**config.mk**
```make
export PLATFORM = sky130hd
export DESIGN_NAME = mem_arbiter_flat
export DESIGN_NICKNAME = d
export VERILOG_FILES = /design/src/rtl/mem_arb_pkg.sv /design/src/rtl/mem_arb_if.sv /design/src/rtl/mem_arb_rdpipe.sv /design/src/rtl/mem_arbiter.sv /design/src/flat_wrapper.sv
export SDC_FILE = /design/constraint.sdc
export NUM_CORES = 1
export LEC_CHECK = 0
export CAP_MARGIN = 25
export CELL_PAD_IN_SITES_DETAIL_PLACEMENT = 0
export CELL_PAD_IN_SITES_GLOBAL_PLACEMENT = 1
export CORE_AREA = 2 2 144 146
export DETAILED_ROUTE_END_ITERATION = 8
export DIE_AREA = 0 0 146 148
export PLACE_DENSITY = 0.81
export SETUP_SLACK_MARGIN = 0.02
export SYNTH_ARGS = -nofsm -noshare
export SYNTH_HDL_FRONTEND = slang
export SYNTH_SLANG_ARGS = --single-unit
```
**constraint.sdc**
```tcl
create_clock -name clk -period 5.6 [get_ports clk]
set_clock_uncertainty 0.05 [all_clocks]
set_input_delay 1.68 -clock clk [delete_from_list [all_inputs] [get_ports clk]]
set_output_delay 1.68 -clock clk [all_outputs]
set_load 0.005 [all_outputs]
```
**src/rtl/mem_arb_pkg.sv**
```systemverilog
// mem_arb_pkg: shared widths and FSM state encoding for the two-master memory arbiter
package mem_arb_pkg;
  localparam int ADDR_W = 17;
  localparam int DATA_W = 32;
  localparam int LEN_W = 4;
  typedef enum logic [1:0] {S_IDLE, S_BURST, S_DRAIN} state_t;
endpackage

```
**src/rtl/mem_arb_if.sv**
```systemverilog
// mem_arb_if: one master's burst request, write data and read return channel
interface mem_arb_if;
  import mem_arb_pkg::*;
  logic req, we, e, s, gnt, beat, rvalid;
  logic [ADDR_W-1:0] addr;
  logic [LEN_W-1:0] len;
  logic [1:0] pos;
  logic [DATA_W-1:0] wdv, wds, rdata;
  modport master (output req, addr, len, we, e, s, pos, wdv, wds, input gnt, beat, rvalid, rdata);
  modport slave (input req, addr, len, we, e, s, pos, wdv, wds, output gnt, beat, rvalid, rdata);
endinterface

```
**src/rtl/mem_arb_rdpipe.sv**
```systemverilog
// mem_arb_rdpipe: RD_LAT-deep shift of read-issue valid and owning master
module mem_arb_rdpipe #(parameter int RD_LAT = 1) (
  input  logic clk,
  input  logic rst,
  input  logic i_valid,
  input  logic i_owner,
  output logic o_valid,
  output logic o_owner
);
  logic [RD_LAT-1:0] r_v, r_o;
  always_ff @(posedge clk) begin
    if (rst) begin
      r_v <= '0;
      r_o <= '0;
    end else begin
      r_v <= RD_LAT'({r_v, i_valid});
      r_o <= RD_LAT'({r_o, i_owner});
    end
  end
  assign o_valid = r_v[RD_LAT-1];
  assign o_owner = r_o[RD_LAT-1];
endmodule

```
**src/rtl/mem_arbiter.sv**
```systemverilog
// mem_arbiter: round-robin two-master burst arbiter driving a single memory port
module mem_arbiter import mem_arb_pkg::*; #(parameter int RD_LAT = 1) (
  input  logic              clk,
  input  logic              rst,
  mem_arb_if.slave          m0,
  mem_arb_if.slave          m1,
  output logic [ADDR_W-1:0] o_m_a,
  output logic [DATA_W-1:0] o_m_wdv,
  output logic [DATA_W-1:0] o_m_wds,
  output logic [1:0]        o_m_pos,
  output logic              o_m_we,
  output logic              o_m_e,
  output logic              o_m_s,
  input  logic [DATA_W-1:0] i_m_rd,
  output logic              o_busy
);
  state_t r_state, w_next;
  logic r_owner, r_last, r_we, r_e, r_s;
  logic [ADDR_W-1:0] r_addr;
  logic [LEN_W-1:0] r_len, r_cnt;
  logic [1:0] r_pos;
  logic w_any, w_win, w_grant, w_burst, w_last_beat, w_rv, w_rv_owner;
  assign w_any = m0.req | m1.req;
  assign w_win = (m0.req & m1.req) ? ~r_last : m1.req;
  assign w_burst = r_state == S_BURST;
  assign w_grant = (r_state == S_IDLE) & w_any & ~rst;
  assign w_last_beat = r_cnt == r_len;
  always_ff @(posedge clk) begin
    if (rst) r_state <= S_IDLE;
    else r_state <= w_next;
  end
  always_comb begin
    w_next = r_state == S_IDLE  ? (w_any ? S_BURST : S_IDLE) :
             r_state == S_BURST ? (w_last_beat ? (r_we ? S_IDLE : S_DRAIN) : S_BURST) :
             (r_cnt == LEN_W'(RD_LAT - 1) ? S_IDLE : S_DRAIN);
  end
  // r_cnt is the beat index in BURST and the elapsed-latency count in DRAIN
  always_ff @(posedge clk) begin
    if (rst) begin
      r_owner <= 1'b0;
      r_last <= 1'b1;
      r_addr <= '0;
      r_len <= '0;
      r_cnt <= '0;
      r_we <= 1'b0;
      r_e <= 1'b0;
      r_s <= 1'b0;
      r_pos <= '0;
    end else if (w_grant) begin
      r_owner <= w_win;
      r_last <= w_win;
      r_addr <= w_win ? m1.addr : m0.addr;
      r_len <= w_win ? m1.len : m0.len;
      r_we <= w_win ? m1.we : m0.we;
      r_e <= w_win ? m1.e : m0.e;
      r_s <= w_win ? m1.s : m0.s;
      r_pos <= w_win ? m1.pos : m0.pos;
      r_cnt <= '0;
    end else if (w_burst) begin
      r_cnt <= w_last_beat ? '0 : r_cnt + 1'b1;
    end else if (r_state == S_DRAIN) begin
      r_cnt <= r_cnt + 1'b1;
    end
  end
  mem_arb_rdpipe #(.RD_LAT(RD_LAT)) u_rdpipe (
    .clk(clk),
    .rst(rst),
    .i_valid(w_burst & ~r_we),
    .i_owner(r_owner),
    .o_valid(w_rv),
    .o_owner(w_rv_owner)
  );
  always_comb begin
    m0.gnt = w_grant & ~w_win;
    m1.gnt = w_grant & w_win;
    m0.beat = w_burst & ~r_owner;
    m1.beat = w_burst & r_owner;
    m0.rvalid = w_rv & ~w_rv_owner;
    m1.rvalid = w_rv & w_rv_owner;
    m0.rdata = (w_rv & ~w_rv_owner) ? i_m_rd : '0;
    m1.rdata = (w_rv & w_rv_owner) ? i_m_rd : '0;
    o_m_a = w_burst ? r_addr + ADDR_W'(r_cnt) : '0;
    o_m_wdv = w_burst ? (r_owner ? m1.wdv : m0.wdv) : '0;
    o_m_wds = w_burst ? (r_owner ? m1.wds : m0.wds) : '0;
    o_m_pos = w_burst ? r_pos : '0;
    o_m_we = w_burst & r_we;
    o_m_e = w_burst & r_e;
    o_m_s = w_burst & r_s;
    o_busy = r_state != S_IDLE;
  end
endmodule

```
**src/flat_wrapper.sv**
```systemverilog
// flat-port wrapper written by rule: the top's interface ports become plain ports
module mem_arbiter_flat import mem_arb_pkg::*;
#(parameter int RD_LAT = 1)
  (clk, rst, o_m_a, o_m_wdv, o_m_wds, o_m_pos, o_m_we, o_m_e, o_m_s, i_m_rd, o_busy, m0_req, m0_addr, m0_len, m0_we, m0_e, m0_s, m0_pos, m0_wdv, m0_wds, m0_gnt, m0_beat, m0_rvalid, m0_rdata, m1_req, m1_addr, m1_len, m1_we, m1_e, m1_s, m1_pos, m1_wdv, m1_wds, m1_gnt, m1_beat, m1_rvalid, m1_rdata);
  mem_arb_if m0_i ();
  mem_arb_if m1_i ();
  input  logic clk;
  input  logic rst;
  output logic [ADDR_W-1:0] o_m_a;
  output logic [DATA_W-1:0] o_m_wdv;
  output logic [DATA_W-1:0] o_m_wds;
  output logic [1:0] o_m_pos;
  output logic o_m_we;
  output logic o_m_e;
  output logic o_m_s;
  input  logic [DATA_W-1:0] i_m_rd;
  output logic o_busy;
  input wire logic [$bits(m0_i.req)-1:0] m0_req;
  input wire logic [$bits(m0_i.addr)-1:0] m0_addr;
  input wire logic [$bits(m0_i.len)-1:0] m0_len;
  input wire logic [$bits(m0_i.we)-1:0] m0_we;
  input wire logic [$bits(m0_i.e)-1:0] m0_e;
  input wire logic [$bits(m0_i.s)-1:0] m0_s;
  input wire logic [$bits(m0_i.pos)-1:0] m0_pos;
  input wire logic [$bits(m0_i.wdv)-1:0] m0_wdv;
  input wire logic [$bits(m0_i.wds)-1:0] m0_wds;
  output wire logic [$bits(m0_i.gnt)-1:0] m0_gnt;
  output wire logic [$bits(m0_i.beat)-1:0] m0_beat;
  output wire logic [$bits(m0_i.rvalid)-1:0] m0_rvalid;
  output wire logic [$bits(m0_i.rdata)-1:0] m0_rdata;
  input wire logic [$bits(m1_i.req)-1:0] m1_req;
  input wire logic [$bits(m1_i.addr)-1:0] m1_addr;
  input wire logic [$bits(m1_i.len)-1:0] m1_len;
  input wire logic [$bits(m1_i.we)-1:0] m1_we;
  input wire logic [$bits(m1_i.e)-1:0] m1_e;
  input wire logic [$bits(m1_i.s)-1:0] m1_s;
  input wire logic [$bits(m1_i.pos)-1:0] m1_pos;
  input wire logic [$bits(m1_i.wdv)-1:0] m1_wdv;
  input wire logic [$bits(m1_i.wds)-1:0] m1_wds;
  output wire logic [$bits(m1_i.gnt)-1:0] m1_gnt;
  output wire logic [$bits(m1_i.beat)-1:0] m1_beat;
  output wire logic [$bits(m1_i.rvalid)-1:0] m1_rvalid;
  output wire logic [$bits(m1_i.rdata)-1:0] m1_rdata;
  assign m0_i.req = m0_req;
  assign m0_i.addr = m0_addr;
  assign m0_i.len = m0_len;
  assign m0_i.we = m0_we;
  assign m0_i.e = m0_e;
  assign m0_i.s = m0_s;
  assign m0_i.pos = m0_pos;
  assign m0_i.wdv = m0_wdv;
  assign m0_i.wds = m0_wds;
  assign m0_gnt = m0_i.gnt;
  assign m0_beat = m0_i.beat;
  assign m0_rvalid = m0_i.rvalid;
  assign m0_rdata = m0_i.rdata;
  assign m1_i.req = m1_req;
  assign m1_i.addr = m1_addr;
  assign m1_i.len = m1_len;
  assign m1_i.we = m1_we;
  assign m1_i.e = m1_e;
  assign m1_i.s = m1_s;
  assign m1_i.pos = m1_pos;
  assign m1_i.wdv = m1_wdv;
  assign m1_i.wds = m1_wds;
  assign m1_gnt = m1_i.gnt;
  assign m1_beat = m1_i.beat;
  assign m1_rvalid = m1_i.rvalid;
  assign m1_rdata = m1_i.rdata;
  mem_arbiter #(.RD_LAT(RD_LAT)) u_core (.clk(clk), .rst(rst), .m0(m0_i), .m1(m1_i), .o_m_a(o_m_a), .o_m_wdv(o_m_wdv), .o_m_wds(o_m_wds), .o_m_pos(o_m_pos), .o_m_we(o_m_we), .o_m_e(o_m_e), .o_m_s(o_m_s), .i_m_rd(i_m_rd), .o_busy(o_busy));
endmodule
```
==> impl_metrics.toml, run 1 <==
[synth]
syn_area_mm2 = 0.00334
ys_types = 36
synth.area.top_cells = "dfxtp_1, mux2i_1, nor2_1"
synth.largest_area_cell = "dfxtp_1"
synth_top_area_share_pct = 21.6
synthArstFlopShare_pct = 0
syn_area_per_cell_um2 = 7.51
yosys_warnings = 0
synth_common_cells = "nor2_1, mux2i_1, and2_1, dfxtp_1, and3_1"
syn_inst = 445
ys_seq_area_share_pct = 21.6
synth_edf_count = 0
yosys_most_used_dff = "dfxtp_1"
ys_ff_latch = 36
synth_most_common_cell = "nor2_1"
syn_nets = 670

[sta]
grt_setup_unrepaired = "no"
relSlewSlack_pct = 31.6
max_freq_mhz = 206
slew_violations = 0
finalSetupViolations = 0
report.final.hold_viol_count = 0
fin_crit_sh_pct = 86.8
finalSetupTns_ns = 0
worst_pin_slew_ns = 1.02
period_needed_ns = 4.86
hold_slack_ns = 0.446

[min_path]
hp-class = "register to register"

[clock_tree]
ctsResizeCount = 0
cts.sinks = 36
htree_levels = 2
cts_made_buffers = 5
ctsHoldBuffers = 0
clk_pin_slew_ns = 0.06
cts_root_buf = "clkbuf_16"
cts_setup_buffers = 0
tritoncts = "yes"
clk_latency_ns = 0.28
max-clock-path-buffers = 2

[drt]
dr.pass1.iters = 5
drtIter0Drc = 216
drc = 0
vias = 4663
drt_wl_total_um = 19700
avgRoutedWirePerCell_um = 18.4
drtAntennaViolNets = 0
routed_via_density = 4.36

[cells_and_area]
drive_gt1_share_pct = 3.25
final_area_mm2 = 0.00754
final.fill_count = 2086
antenna_cells = 0
nNetsFinal = 1023
final_cell_count_no_fill = 1069
area_growth_pct = 125
multi_input_area_mm2 = 0.00244
ff_latch_area_um2 = 724

[global_routing]
grt_pass1_wl_um = 28600
grt_max_degree = 50
grt_pass1_vias = 4461
antenna_found_initial = 2
grtUsageTotal_pct = 17.0
grt_overflow = 0

[critical_path]
worstPathArrival_ns = 3.13
crit_type = "input port to output pin"
worstSetupStartpointType = "input port"
worst_setup_path_end_kind = "output pin"
crit_required_ns = 3.87
crit_path_max_fanout = 4

[pwr]
total_power_mw = 1.15
power_leakage_nw = 2.80
power.density_mw_per_mm2 = 152
ir_drop_uv = 129

[die]
fp-row-count = 52
dieWidth_um = 146
die_h_um = 148
io_pins = 373
coreArea_mm2 = 0.0200
fp.dieArea_mm2 = 0.0216
initial_core_util_pct = 16.7

[placement]
port_buffers = 372
post-place-cells = 1060
post_dp_cell_area_mm2 = 0.00734
place_hpwl_um = 15800
routabilityCongestion = 0.814

[flow_run]
drv_cap = 0

[status]
status = "completed"
==> final cells by class <==
cell class / count / area share, %
tap: 270 / 4.48
timing repair buffer: 383 / 50.6
multi-input combinational: 361 / 32.3
clock inverter: 1 / 0.398
clock buffer: 7 / 2.03
sequential: 36 / 9.61
inverter: 11 / 0.548
==> path summary, 6_finish.rpt <==
check,from,to,slack (ns),cells past startpoint
min reg2reg,u_core.r_pos[1],u_core.r_pos[1],0.45,2
max,rst,m1_gnt,0.74,4
min,u_core.r_pos[1],u_core.r_pos[1],0.45,2
max reg2reg,u_core.r_state[0],u_core.r_cnt[2],3.67,6
==> state kept, by name, summed over array words and instances (netlist names) <==
register / cells
u_core.r_cnt: 4
u_core.r_e: 1
u_core.r_addr: 17
u_core.r_we: 1
u_core.r_owner: 1
u_core.r_s: 1
u_core.u_rdpipe.o_owner: 1
u_core.u_rdpipe.o_valid: 1
u_core.r_pos: 2
u_core.r_state: 2
u_core.r_last: 1
u_core.r_len: 4
==> cells by family (layout without fill, tap and decap cells) <==
| kind of cell | count (synthesis) | in the layout | synth area share, % |
|---|---|---|---|
| flops | 36 | 36 | 21.6 |
| compound gates | 60 | 60 | 13.9 |
| xor+xnor | 12 | 12 | 3.14 |
| simple gates | 215 | 215 | 32.7 |
| mux | 65 | 65 | 19.5 |
| buf+inv | 48 | 402 | 5.69 |
| fa+ha+maj | 9 | 9 | 3.59 |
==> per-stage QoR <==
stage / setup slack [ns] / util, %
after floorplan: 1.48 / -
after global placement: 0.737 / 36.6
after detailed placement: 0.717 / 36.6
after CTS: 0.717 / 37.5
after global routing: 0.625 / 37.6
final: 0.737 / 37.6
==> layer usage <==
| metal | wire, um | up-vias | track usage, % | share of wire (%) |
|---|---|---|---|---|
| li1 | - | 2295 | - | - |
| met1 | 8200 | 2149 | 21.4 | 42 |
| met2 | 9700 | 200 | 29.4 | 49 |
| met3 | 1590 | 15 | 4.91 | 8.0 |
| met4 | 187 | 4 | 2.62 | 0.95 |
| met5 | 21 | - | 0 | 0.11 |
==> layout by cell type, fill, tap and decap left out, drive strengths merged, types with 4 or more instances in the layout <==
master / n
nand3: 4
o31ai: 4
inv: 11
ha: 8
xor2: 4
nand4: 5
clkbuf: 7
a21oi: 13
o21ai: 9
a222oi: 26
or3: 5
or4: 4
buf: 11
and3: 35
nand2: 7
mux2i: 65
clkdlybuf4s50: 372
xnor2: 8
nor2b: 4
nor2: 104
and2: 40
dfxtp: 36
==> report_power, final <==
group | internal, mW | leakage (nW) | switching, mW
clock network | 0.234 | 0.0901 | 0.108
logic | 0.309 | 2.41 | 0.192
registers | 0.274 | 0.295 | 0.0298
total | 0.818 | 2.80 | 0.330
==> worst max-delay path: stages <==
cell and delay, ns:
clkdlybuf4s50_1 0.46, nor2b_1 0.20, and3_1 0.25, clkdlybuf4s50_1 0.54
No activity file was read; power rests on OpenSTA's default activity.
==> run 2, diff against run 1 <==
--- a/config.mk
+++ b/config.mk
@@ -8,10 +8,11 @@
 export CAP_MARGIN = 25
 export CELL_PAD_IN_SITES_DETAIL_PLACEMENT = 0
 export CELL_PAD_IN_SITES_GLOBAL_PLACEMENT = 1
-export CORE_AREA = 2 2 144 146
+export CORE_AREA = 2 2 145 147
 export DETAILED_ROUTE_END_ITERATION = 8
-export DIE_AREA = 0 0 146 148
-export PLACE_DENSITY = 0.81
+export DIE_AREA = 0 0 147 149
+export DONT_BUFFER_PORTS = 1
+export PLACE_DENSITY = 0.42
 export SETUP_SLACK_MARGIN = 0.02
 export SYNTH_ARGS = -nofsm -noshare
 export SYNTH_HDL_FRONTEND = slang
==> run 2 against run 1 <==
  * Wire length shrank 21%
  * Non-clock buffer count shrank 376
  * Critical path depth rose by 3
  * Worst setup slack better by 0.50 ns
  * Global-route usage shrank 4.4 points
  * Register-to-register slack better by 0.02 ns
  * Largest cell class is now multi-input combinational cells
  * Utilization shrank 19 points
  * Count of clock-buffer cells in the layout unchanged
  * Highest routed layer is now met4
  * Final area down 50%
  * Sequential cell count stayed put
  * Combinational power is 56% lower
==> impl_metrics.toml, run 2 (same netlist as run 1, synthesis figures left out) <==
[status]
status = "completed"

[drt]
drtIter0Drc = 292
routed_via_density = 4.84
drc = 0
avgRoutedWirePerCell_um = 22.4
drtAntennaViolNets = 0
vias = 3381
drt_wl_total_um = 15600
dr.pass1.iters = 7

[placement]
post-place-cells = 688
routabilityCongestion = 0.769
place_hpwl_um = 12500
port_buffers = 0
post_dp_cell_area_mm2 = 0.00358

[cells_and_area]
antenna_cells = 0
final_cell_count_no_fill = 698
final_common_cell = "nor2_1"
drive_gt1_share_pct = 5.20
reg.largest.list = "u_core.r_addr: 17 flops, u_core.r_cnt: 4 flops, u_core.r_len: 4 flops"
nNetsFinal = 647
final_area_mm2 = 0.00379
final_cell_mix = "nor2_1, mux2i_1, and2_1"
area_growth_pct = 13.2
regMostFlops = "u_core.r_addr"
largest_reg_flops = 17

[clock_tree]
tritoncts = "yes"
htree_levels = 2
clk_pin_slew_ns = 0.06
ctsHoldBuffers = 0
max-clock-path-buffers = 2
cts.sinks = 36
clk_latency_ns = 0.28
cts_made_buffers = 5
cts_setup_buffers = 0
ctsResizeCount = 0
cts_root_buf = "clkbuf_16"

[critical_path]
worstSetupStartpointType = "register"
cpMaxStageDelayCell = "or4_1"
crit_required_ns = 3.87
worstPathArrival_ns = 2.64
cpPeakStageDelay_ns = 0.48
worst_setup_path_end_kind = "output pin"
crit_path_max_fanout = 9
crit_chain = "ha_1, inv_1, fa_1, nand2b_1, a21o_1, or4_1, a21oi_1"
crit_type = "register to output pin"

[sta]
period_needed_ns = 4.37
report.final.hold_viol_count = 0
worst_pin_slew_ns = 0.932
fin_crit_sh_pct = 78.0
relSlewSlack_pct = 37.9
slew_violations = 0
grt_setup_unrepaired = "no"
finalSetupTns_ns = 0
max_freq_mhz = 229
hold_slack_ns = 0.447
finalSetupViolations = 0

[global_routing]
antenna_found_initial = 0
grt_overflow = 0
grt_pass1_wl_um = 20800
grt_max_degree = 56
grtUsageTotal_pct = 12.6
grt_pass1_vias = 3168

[die]
fp.dieArea_mm2 = 0.0219
fp-row-count = 53
dieWidth_um = 147
io_pins = 373
initial_core_util_pct = 16.3
die_h_um = 149
coreArea_mm2 = 0.0206

[flow_run]
drv_cap = 0

[pwr]
power_leakage_nw = 1.39
power.density_mw_per_mm2 = 231
ir_drop_uv = 125

[min_path]
hp-class = "register to register"
==> run 2: layout make-up <==
class | instances | area (um2)
Fill cell | 2328 | 16800
Multi-Input combinational cell | 361 | 2440
Sequential cell | 36 | 724
Tap cell | 275 | 344
Clock buffer | 7 | 153
Timing Repair Buffer | 7 | 57.6
Inverter | 11 | 41.3
Clock inverter | 1 | 30.0
==> run 2: worst paths after layout <==
check | from | to | slack (ns) | cells past startpoint
min reg2reg | u_core.r_last | u_core.r_last | 0.45 | 2
min | u_core.r_last | u_core.r_last | 0.45 | 2
max reg2reg | u_core.r_state[0] | u_core.r_cnt[0] | 3.69 | 6
max | u_core.r_cnt[0] | o_m_a[16] | 1.23 | 7
==> run 2: critical path: cells and delay by family, from the launching register on <==
| family | cells | cell delay [ns] |
|---|---|---|
| AND/OR/NAND/NOR | 2 | 0.72 |
| adder cells (fa/ha/maj) | 2 | 0.62 |
| AO/OA/AOI/OAI | 2 | 0.50 |
| flip-flops | 1 | 0.46 |
| buffers and inverters | 1 | 0.06 |
==> run 2: per-layer routing <==
metal	part of all wire (%)	track usage (%)	vias to the layer above
met5	0	0	-
met4	1.3	2.36	0
met1	40	15.7	1624
li1	-	-	1543
met3	9.3	3.73	10
met2	49	21.7	204
==> run 2: stage by stage <==
step,utilization [%],setup slack [ns],power (mW)
global route,18.4,1.10,0.921
global placement,17.4,1.53,0.537
CTS,18.3,1.18,0.887
floorplan,-,1.48,0.477
finish,18.4,1.23,0.875
detailed placement,17.4,1.49,0.541
==> run 2: power by group <==
part / internal [mW] / switching [mW] / total [mW]
sequential: 0.274 / 0.0397 / 0.314
combinational: 0.0864 / 0.134 / 0.220
clock: 0.234 / 0.107 / 0.341
total: 0.595 / 0.280 / 0.875
